### config.mk
export PLATFORM = sky130hd
export DESIGN_NAME = brute_force_matcher_match_table_flat
export DESIGN_NICKNAME = d
export VERILOG_FILES = /design/src/rtl/brute_force_matcher_match_table_if.sv /design/src/rtl/brute_force_matcher_match_table.sv /design/src/flat_wrapper.sv
export SDC_FILE = /design/constraint.sdc
export NUM_CORES = 1
export LEC_CHECK = 0
export CAP_MARGIN = 20
export CORE_UTILIZATION = 30
export CTS_BUF_LIST = sky130_fd_sc_hd__clkbuf_16
export DETAILED_ROUTE_END_ITERATION = 7
export MAX_ROUTING_LAYER = met4
export SETUP_SLACK_MARGIN = 0.3
export SYNTH_ARGS = -nofsm -noshare
export SYNTH_HDL_FRONTEND = slang
export SYNTH_SLANG_ARGS = --single-unit
### constraint.sdc
create_clock -name compute_clk -period 4.84 [get_ports compute_clk]
set_input_delay 0.484 -clock compute_clk [delete_from_list [all_inputs] [get_ports compute_clk]]
set_output_delay 0.484 -clock compute_clk [all_outputs]
set_load 0.005 [all_outputs]
### src/rtl/brute_force_matcher_match_table_if.sv
// Handshake bundle between the descriptor engine, brute_force_matcher_match_table and the
// host writeback path: the match candidate stream in, and the result FIFO stream out.
interface brute_force_matcher_match_table_if #(
    parameter int C_DIST_WIDTH     = 16,
    parameter int C_KP_INDEX_WIDTH = 12
);
    localparam int MIW = 1 + 2 * C_KP_INDEX_WIDTH + C_DIST_WIDTH;
    localparam int RW  = 2 * C_KP_INDEX_WIDTH + C_DIST_WIDTH;

    logic           match_info_valid;
    logic [MIW-1:0] match_info;
    logic           match_table_ready;
    logic           result_valid;
    logic           result_ready;
    logic [RW-1:0]  result_data;

    modport master (
        output match_info_valid, match_info, result_ready,
        input  match_table_ready, result_valid, result_data
    );

    modport slave (
        input  match_info_valid, match_info, result_ready,
        output match_table_ready, result_valid, result_data
    );
endinterface

### src/rtl/brute_force_matcher_match_table.sv
// Best/second-best match tracker with ratio-test keep/drop and an FWFT result FIFO.
// Define MATCH_TABLE_RATIO_TEST_EN to gate results with the b1*DEN < b2*NUM ratio test.
module brute_force_matcher_match_table #(
    parameter int C_DIST_WIDTH        = 16,
    parameter int C_KP_INDEX_WIDTH    = 12,
    parameter int C_RATIO_NUM         = 4,
    parameter int C_RATIO_DEN         = 5,
    parameter int C_RESULT_FIFO_DEPTH = 16
) (
    input  logic                              compute_clk,
    input  logic                              rst,
    brute_force_matcher_match_table_if.slave  mif,
    output logic [15:0]                       kp_processed,
    output logic                              protocol_error
);
    localparam int DW = C_DIST_WIDTH;
    localparam int KW = C_KP_INDEX_WIDTH;
    localparam int RW = 2 * KW + DW;
    localparam int AW = $clog2(C_RESULT_FIFO_DEPTH);
    localparam logic [AW:0] DEPTH_C  = (AW + 1)'(C_RESULT_FIFO_DEPTH);
    localparam logic [AW:0] MARGIN_C = (AW + 1)'(3);

    if (C_RATIO_NUM < 1 || C_RATIO_DEN > 255 || C_RATIO_DEN <= C_RATIO_NUM ||
        C_RESULT_FIFO_DEPTH < 4 || (1 << AW) != C_RESULT_FIFO_DEPTH) begin : g_bad_params
        $error("brute_force_matcher_match_table: illegal parameter combination");
    end

    typedef enum logic [0:0] {ACC_IDLE = 1'b0, ACC_OPEN = 1'b1} acc_state_e;

    acc_state_e    state_q, state_d;
    logic [DW-1:0] b1_q, b1_d, b2_q, b2_d;
    logic [KW-1:0] bidx_q, bidx_d, cur_prim_q, cur_prim_d;
    logic          dec_valid_q, dec_valid_d;
    logic [KW-1:0] dec_prim_q, dec_prim_d, dec_bidx_q, dec_bidx_d;
    logic [DW-1:0] dec_b1_q, dec_b1_d;
    logic [RW-1:0] mem_q [C_RESULT_FIFO_DEPTH];
    logic [AW-1:0] wr_ptr_q, wr_ptr_d, rd_ptr_q, rd_ptr_d;
    logic [AW:0]   count_q, count_d;
    logic          ready_q, ready_d, rvalid_q, rvalid_d;
    logic [15:0]   kp_q, kp_d;
    logic          err_q, err_d;

    logic          accept_s, in_last_s, acc_err_s;
    logic [KW-1:0] in_prim_s, in_sec_s;
    logic [DW-1:0] in_dist_s;
    logic          ratio_pass_s, push_s, push_ok_s, pop_s, overflow_s;

    assign {in_last_s, in_prim_s, in_sec_s, in_dist_s} = mif.match_info;
    assign accept_s = mif.match_info_valid & ready_q;

`ifdef MATCH_TABLE_RATIO_TEST_EN
    localparam int PW = DW + 8;
    logic [DW-1:0] dec_b2_q, dec_b2_d;
    logic [PW-1:0] lhs_s, rhs_s;
    assign lhs_s        = PW'(dec_b1_q) * PW'(C_RATIO_DEN);
    assign rhs_s        = PW'(dec_b2_q) * PW'(C_RATIO_NUM);
    assign ratio_pass_s = (lhs_s < rhs_s);
`else
    assign ratio_pass_s = 1'b1;
`endif

    // Accumulator update and hand-off of a closed keypoint into the decision register.
    always_comb begin
        state_d     = state_q;
        b1_d        = b1_q;
        b2_d        = b2_q;
        bidx_d      = bidx_q;
        cur_prim_d  = cur_prim_q;
        dec_valid_d = 1'b0;
        dec_prim_d  = dec_prim_q;
        dec_bidx_d  = dec_bidx_q;
        dec_b1_d    = dec_b1_q;
`ifdef MATCH_TABLE_RATIO_TEST_EN
        dec_b2_d    = dec_b2_q;
`endif
        acc_err_s   = 1'b0;
        if (accept_s) begin
            case (state_q)
                ACC_OPEN: begin
                    // Ties with b1 fall through to b2 so the first index keeps the best slot.
                    if (in_dist_s < b1_q) begin
                        b2_d   = b1_q;
                        b1_d   = in_dist_s;
                        bidx_d = in_sec_s;
                    end else if (in_dist_s < b2_q) begin
                        b2_d = in_dist_s;
                    end else begin
                        b2_d = b2_q;
                    end
                    if (in_prim_s != cur_prim_q) begin
                        acc_err_s = 1'b1;
                    end else begin
                        acc_err_s = 1'b0;
                    end
                end
                default: begin
                    b1_d       = in_dist_s;
                    b2_d       = {DW{1'b1}};
                    bidx_d     = in_sec_s;
                    cur_prim_d = in_prim_s;
                end
            endcase
            if (in_last_s) begin
                dec_valid_d = 1'b1;
                dec_prim_d  = cur_prim_d;
                dec_bidx_d  = bidx_d;
                dec_b1_d    = b1_d;
`ifdef MATCH_TABLE_RATIO_TEST_EN
                dec_b2_d    = b2_d;
`endif
                state_d     = ACC_IDLE;
            end else begin
                state_d = ACC_OPEN;
            end
        end else begin
            state_d = state_q;
        end
    end

    // Result FIFO bookkeeping, flow control, keypoint counter and sticky error.
    always_comb begin
        push_s     = dec_valid_q & ratio_pass_s;
        overflow_s = push_s & (count_q == DEPTH_C);
        push_ok_s  = push_s & ~overflow_s;
        pop_s      = rvalid_q & mif.result_ready;
        wr_ptr_d   = push_ok_s ? wr_ptr_q + AW'(1) : wr_ptr_q;
        rd_ptr_d   = pop_s ? rd_ptr_q + AW'(1) : rd_ptr_q;
        case ({push_ok_s, pop_s})
            2'b10:   count_d = count_q + (AW + 1)'(1);
            2'b01:   count_d = count_q - (AW + 1)'(1);
            default: count_d = count_q;
        endcase
        rvalid_d = (count_d != (AW + 1)'(0));
        ready_d  = ((DEPTH_C - count_q) >= MARGIN_C);
        kp_d     = dec_valid_q ? kp_q + 16'd1 : kp_q;
        err_d    = err_q | acc_err_s | overflow_s;
    end

    // Control, decision and status flops with synchronous reset.
    always_ff @(posedge compute_clk) begin
        if (rst) begin
            state_q     <= ACC_IDLE;
            b1_q        <= {DW{1'b0}};
            b2_q        <= {DW{1'b0}};
            bidx_q      <= {KW{1'b0}};
            cur_prim_q  <= {KW{1'b0}};
            dec_valid_q <= 1'b0;
            dec_prim_q  <= {KW{1'b0}};
            dec_bidx_q  <= {KW{1'b0}};
            dec_b1_q    <= {DW{1'b0}};
`ifdef MATCH_TABLE_RATIO_TEST_EN
            dec_b2_q    <= {DW{1'b0}};
`endif
            wr_ptr_q    <= {AW{1'b0}};
            rd_ptr_q    <= {AW{1'b0}};
            count_q     <= {(AW + 1){1'b0}};
            ready_q     <= 1'b0;
            rvalid_q    <= 1'b0;
            kp_q        <= 16'd0;
            err_q       <= 1'b0;
        end else begin
            state_q     <= state_d;
            b1_q        <= b1_d;
            b2_q        <= b2_d;
            bidx_q      <= bidx_d;
            cur_prim_q  <= cur_prim_d;
            dec_valid_q <= dec_valid_d;
            dec_prim_q  <= dec_prim_d;
            dec_bidx_q  <= dec_bidx_d;
            dec_b1_q    <= dec_b1_d;
`ifdef MATCH_TABLE_RATIO_TEST_EN
            dec_b2_q    <= dec_b2_d;
`endif
            wr_ptr_q    <= wr_ptr_d;
            rd_ptr_q    <= rd_ptr_d;
            count_q     <= count_d;
            ready_q     <= ready_d;
            rvalid_q    <= rvalid_d;
            kp_q        <= kp_d;
            err_q       <= err_d;
        end
    end

    // FIFO storage; only the pointers need reset.
    always_ff @(posedge compute_clk) begin
        if (push_ok_s) begin
            mem_q[wr_ptr_q] <= {dec_prim_q, dec_bidx_q, dec_b1_q};
        end
    end

    assign mif.match_table_ready = ready_q;
    assign mif.result_valid      = rvalid_q;
    assign mif.result_data       = rvalid_q ? mem_q[rd_ptr_q] : {RW{1'b0}};
    assign kp_processed          = kp_q;
    assign protocol_error        = err_q;
endmodule

### src/flat_wrapper.sv
// flat-port wrapper written by rule: the top's interface ports become plain ports
module brute_force_matcher_match_table_flat 
#(
    parameter int C_DIST_WIDTH        = 16,
    parameter int C_KP_INDEX_WIDTH    = 12,
    parameter int C_RATIO_NUM         = 4,
    parameter int C_RATIO_DEN         = 5,
    parameter int C_RESULT_FIFO_DEPTH = 16
)
  (compute_clk, rst, kp_processed, protocol_error, mif_match_info_valid, mif_match_info, mif_result_ready, mif_match_table_ready, mif_result_valid, mif_result_data);
  brute_force_matcher_match_table_if #(.C_DIST_WIDTH(C_DIST_WIDTH), .C_KP_INDEX_WIDTH(C_KP_INDEX_WIDTH)) mif_i ();
  input  logic compute_clk;
  input  logic rst;
  output logic [15:0] kp_processed;
  output logic protocol_error;
  input wire logic [$bits(mif_i.match_info_valid)-1:0] mif_match_info_valid;
  input wire logic [$bits(mif_i.match_info)-1:0] mif_match_info;
  input wire logic [$bits(mif_i.result_ready)-1:0] mif_result_ready;
  output wire logic [$bits(mif_i.match_table_ready)-1:0] mif_match_table_ready;
  output wire logic [$bits(mif_i.result_valid)-1:0] mif_result_valid;
  output wire logic [$bits(mif_i.result_data)-1:0] mif_result_data;
  assign mif_i.match_info_valid = mif_match_info_valid;
  assign mif_i.match_info = mif_match_info;
  assign mif_i.result_ready = mif_result_ready;
  assign mif_match_table_ready = mif_i.match_table_ready;
  assign mif_result_valid = mif_i.result_valid;
  assign mif_result_data = mif_i.result_data;
  brute_force_matcher_match_table #(.C_DIST_WIDTH(C_DIST_WIDTH), .C_KP_INDEX_WIDTH(C_KP_INDEX_WIDTH), .C_RATIO_NUM(C_RATIO_NUM), .C_RATIO_DEN(C_RATIO_DEN), .C_RESULT_FIFO_DEPTH(C_RESULT_FIFO_DEPTH)) u_core (.compute_clk(compute_clk), .rst(rst), .mif(mif_i), .kp_processed(kp_processed), .protocol_error(protocol_error));
endmodule
### Word level (Yosys, flattened, before mapping)

Memory sizes are Yosys's and may differ from the RTL's. A register that Yosys moved wholly into a read port is not among the register bits.
Cells that the tools add are included.

| cells by class | value |
|---|---|
| order comparisons | 2 |
| multiplexer cells | 16 |
| reduce and logical (&&, ||, !) cells | 3 |
| $add $sub $neg | 6 |
| equality and inequality tests | 4 |
| bitwise logic cells | 8 |

Operator list:

| cell | count |
|---|---|
| $mux W40 | 1 |
| $mux W12 | 3 |
| $mux W16 | 2 |
| $add A16 B1 Y16 const B | 1 |
| $lt A16 B16 Y1 | 1 |
| $ne A12 B12 Y1 | 1 |
| $pmux W5 S2 | 1 |
| $add A4 B1 Y4 const B | 2 |
| $mux W4 | 2 |
| $mux W1 | 7 |
| $add A5 B1 Y5 const B | 1 |
| $eq A5 B5 Y1 const B | 1 |
| $ge A5 B2 Y1 const B | 1 |
| $reduce_bool A5 Y1 | 1 |
| $sub A5 B1 Y5 const B | 1 |
| $sub A5 B5 Y5 const A | 1 |
| $and A1 B1 Y1 | 4 |
| $eq A2 B1 Y1 const B | 1 |
| $eq A2 B2 Y1 const B | 1 |
| $not A1 Y1 | 2 |
| $or A1 B1 Y1 | 2 |
| $reduce_and A2 Y1 | 1 |
| $reduce_or A2 Y1 | 1 |

| storage, ports and cells | value |
|---|---|
| memory bits (writable) | 640 |
| memories kept | 1 |
| output and inout bits | 59 |
| input bits | 45 |
| logic and storage cells | 55 |
| flip-flop bits (word level) | 114 |

Memories:

| memory | depth | bits a word | rd ports | clocked after Yosys merged registers in | write ports | RTL line | RTL |
|---|---|---|---|---|---|---|---|
| u_core.mem_q | 16 | 40 | 1 | 1 | 1 | brute_force_matcher_match_table.sv:36 | `logic [RW-1:0] mem_q [C_RESULT_FIFO_DEPTH];` |

### Logic depth before layout (Yosys ltp)

| depth | value |
|---|---|
| depth after elaboration | 7 |
| mapped depth | 16 |

### Worst setup path before layout

OpenSTA, ideal clock, no wires.

| timing path | value |
|---|---|
| path kind | reg2reg |
| start | register u_core.count_q[0] |
| end | memory u_core.mem_q[3][0] (netlist bit), enable pin |
| path buffers | 1 |
| stages on the path, launching flop included | 9 |
| period minus slack after synthesis | 4.831 ns |
| slack | 0.009 ns |
| arrival | 4.343 ns |
| path through | dfxtp_1 inv_1 ha_1 nor3b_1 ha_1 nor2b_1 clkbuf_1 nand2_1 nor3_1 |

| between the ends | value |
|---|---|
| word-level cells in the longest chain between the ends | 6 |

RTL lines:

| item | RTL line | RTL |
|---|---|---|
| start: declaration | brute_force_matcher_match_table.sv:38 | `logic [AW:0] count_q, count_d;` |
| start signal: assignment | brute_force_matcher_match_table.sv:156 | `count_q <= {(AW + 1){1'b0}};` |
| start signal: assignment | brute_force_matcher_match_table.sv:176 | `count_q <= count_d;` |
| $eq A5 B5 Y1 | brute_force_matcher_match_table.sv:123 | `overflow_s = push_s & (count_q == DEPTH_C);` |
| $and A1 B1 Y1 | brute_force_matcher_match_table.sv:123 |  |
| $not A1 Y1 | brute_force_matcher_match_table.sv:124 | `push_ok_s = push_s & ~overflow_s;` |
| $and A1 B1 Y1 | brute_force_matcher_match_table.sv:124 |  |
| $mux W1 | brute_force_matcher_match_table.sv:186 | `if (push_ok_s) begin` |
| $mux W1 (not written as such) | brute_force_matcher_match_table.sv:187 | `mem_q[wr_ptr_q] <= {dec_prim_q, dec_bidx_q, dec_b1_q};` |
| end: declaration | brute_force_matcher_match_table.sv:36 |  |

Every way passes these cells.

==> out/metrics.yaml <==
sta:
  finalHoldViolations: 0
  min_period_ps: 4120
  rsz0062_at_grt: "false"
  fin_ws_ps: 719
  tightestPinTransition_ps: 1040
  max_freq_mhz: 243
  fin_skew_ps: 29.4
  setup-violations-final: 0
  period_share_pct: 85.1
  setup_tns_ps: 0
  slew_headroom_pct: 30.6
  slew_viol_final: 0
status:
  status: "finished clean"
place:
  dp.final_hpwl_mm: 43.0
  port_buffers: 103
  place_area_mm2: 0.0335
  gp_congestion: 0.774
  dp_slack_ps: 1210
clock_network:
  postCtsSetupRepairBufs: 0
  cts_resized: 0
  cts.clk_slew.worst_paths_ps: 60
  cts_buffers: 74
  cts_tree: "done"
  clockBufferDepth: 3
  cts_hold_buf: 0
  clk_latency_ps: 630
  htree_levels: 3
  cts_root_buf: "clkbuf_16"
  cts.sinks: 758
worst_setup_path:
  path_cells: "buf_4, mux4_1, mux4_2, and2_1, clkdlybuf4s50_1"
  path_class: "reg -> out"
  arrival_ps: 3640
  max_stage_delay_ps: 910
  crit_fanout: 36
  crit_family: "multiplexers"
  required_ps: 4360
  cp-start-kind: "flop"
  slowest_stage: "dfxtp_4"
  crit_buf_inv: 2
  worstSetupEndpointType: "output port"
  r2r-start: "u_core.count_q[0]"
floorplan:
  core_mm2: 0.102
  io_pins: 104
  rows: 117
  die_area_mm2: 0.104
  initial_core_util_pct: 30.2
  die_h_um: 322
  die_width_um: 322
synthesis:
  synth_area_leaders: "edfxtp_1 (63%), mux4_2 (12%), dfxtp_1 (7.7%), mux4_1 (3.1%), mux2i_1 (1.4%)"
  synth_top_cell_by_area: "edfxtp_1"
  synth_cell_types: 50
  ys_ff_latch: 758
  syn_inst: 1669
  synth_top_family_by_area: "multiplexers"
  ys_warn_count: 0
  syn_area_per_cell_um2: 18.4
  synth_mux_area_share_pct: 16.5
  synth-seq-area-share_pct: 70.2
  synth_compound_area_share_pct: 2.77
  synth-xor-area-share_pct: 1.11
  synthesis.area_mm2: 0.0307
  synth_fa_ha_area_share_pct: 1.10
  synth-simple-area-share_pct: 6.03
  synth_top_area_share_pct: 62.5
  synthesis.nets: 1741
worst_hold_path:
  min-delay-start: "u_core.bidx_q[3]"
  min_path_type: "reg -> reg"
final_layout:
  nFillCells: 9463
  seq_area_mm2: 0.0216
  multiInputGateArea_mm2: 0.00864
  fin_area_mm2: 0.0359
  final_cell_mix: "edfxtp_1 (640), mux4_2 (164), dfxtp_1 (113)"
  layout.nets: 1849
  drive_gt1_share_pct: 18.6
  synthToLayoutAreaGrowth_pct: 16.8
  layout_commonest_cell: "edfxtp_1"
routing:
  via_per_inst: 5.04
  postRouteAntennaNets: 0
  drc: 0
  detail_route.wl_per_cell_um: 23.9
  wl_mm: 76.6
  dr.pass1.iters: 7
  vias: 16200
  drt_iter0_markers: 1689
power_and_ir_drop:
  finalPower_uw: 14400
  power.leakage_uw: 0.0113
  cellPowerDensity_mw_per_mm2: 400
  ir_drop_uv: 220
grt:
  track_usage_pct: 15.2
  grt_pass1_vias: 16500
  grt_pass1_wl_mm: 112
  antenna_found_initial: 8
  grt_max_degree: 104
  grt-ovfl-total: 0
job:
  cap_violations: 0
==> layer usage <==
layer  vias to the layer above  GRT usage, %  share of wire [%]
met4                         0          3.53                1.9
li1                       6950             -                  -
met5                         -             -                  0
met1                      8576          20.5                 44
met3                        89          3.36                6.5
met2                       565          23.4                 47
==> flip-flops by register name, indices dropped and copies added, names as in the netlist, named ones only <==
| register | flops |
|---|---|
| u_core.state_q | 1 |
| u_core.wr_ptr_q | 4 |
| u_core.mem_q | 640 |
| u_core.dec_bidx_q | 12 |
| u_core.protocol_error | 1 |
| u_core.kp_processed | 16 |
| u_core.mif.match_table_ready | 1 |
| u_core.mif.result_valid | 1 |
| u_core.dec_b1_q | 16 |
| u_core.cur_prim_q | 12 |
| u_core.b1_q | 16 |
| u_core.dec_prim_q | 12 |
| u_core.count_q | 5 |
| u_core.bidx_q | 12 |
| u_core.rd_ptr_q | 4 |
| u_core.dec_valid_q | 1 |
==> logic make-up after synthesis <==
logic type                 after synthesis
buffers and inverters                  135
AOI/OAI and AO/OA                      117
DFF                                    758
adders and majority gates               27
xor gates and xnor gates                39
and+or+nand+nor                        350
muxes                                  243
==> cell usage after synthesis (all sizes together) <==
cell type	count
nor3b	1
o21a	2
nor2	47
edfxtp	640
nand4b	1
dfxtp	118
o31ai	31
a41oi	1
a211o	1
a2bb2oi	1
and3	16
nand2b	59
a32oi	28
clkbuf	71
o2111ai	1
nand2	80
a211oi	1
or3	4
nand4	12
a21o	1
o21ai	17
or3b	1
and2	41
or4	28
a21oi	27
mux4	200
clkinv	1
a31oi	2
nor2b	2
mux2i	43
xor2	19
inv	23
a2111oi	3
nor3	23
buf	40
ha	27
xnor2	20
a21boi	1
nand3	35
==> where the power goes <==
group / leakage [µW] / internal [µW] / total (µW) / switching (µW)
clock network: 0.00124 / 3180 / 5650 / 2460
registers: 0.00688 / 7190 / 7380 / 197
logic: 0.00314 / 687 / 1320 / 630
total: 0.0113 / 11100 / 14400 / 3290
==> stage by stage <==
stage / cells / utilization (%) / hold slack (ps)
final: 3209 / 35.3 / 470
after global placement: 3067 / 32.9 / 454
after global routing: 3208 / 35.3 / 479
after floorplan: 1669 / - / 444
after detailed placement: 3068 / 33.0 / 458
after CTS: 3203 / 35.3 / 454
==> worst reg2reg max path: cells and delay by family (launching register included) <==
kind / cells / cell delay [ps]
compound gates: 3 / 460
xor+xnor: 2 / 390
fa+ha+maj: 4 / 1040
buf+inv: 2 / 260
flops: 1 / 450
simple gates: 3 / 850
==> final timing paths <==
check | to | slack, ps | cells after the start
max | mif_result_data[27] | 720 | 5
max reg2reg | u_core.mif.result_valid | 1190 | 14
min | u_core.bidx_q[3] | 470 | 2
min reg2reg | u_core.bidx_q[3] | 470 | 2
==> layout make-up <==
cell class	instances	share of cell area, %
Sequential cell	758	60.1
Multi-Input combinational cell	776	24.0
Clock buffer	79	5.51
Tap cell	1368	4.77
Timing Repair Buffer	143	4.10
Clock inverter	56	1.14
Inverter	24	0.251
Antenna cell	5	0.0348
No activity file was read; power rests on OpenSTA's default activity.
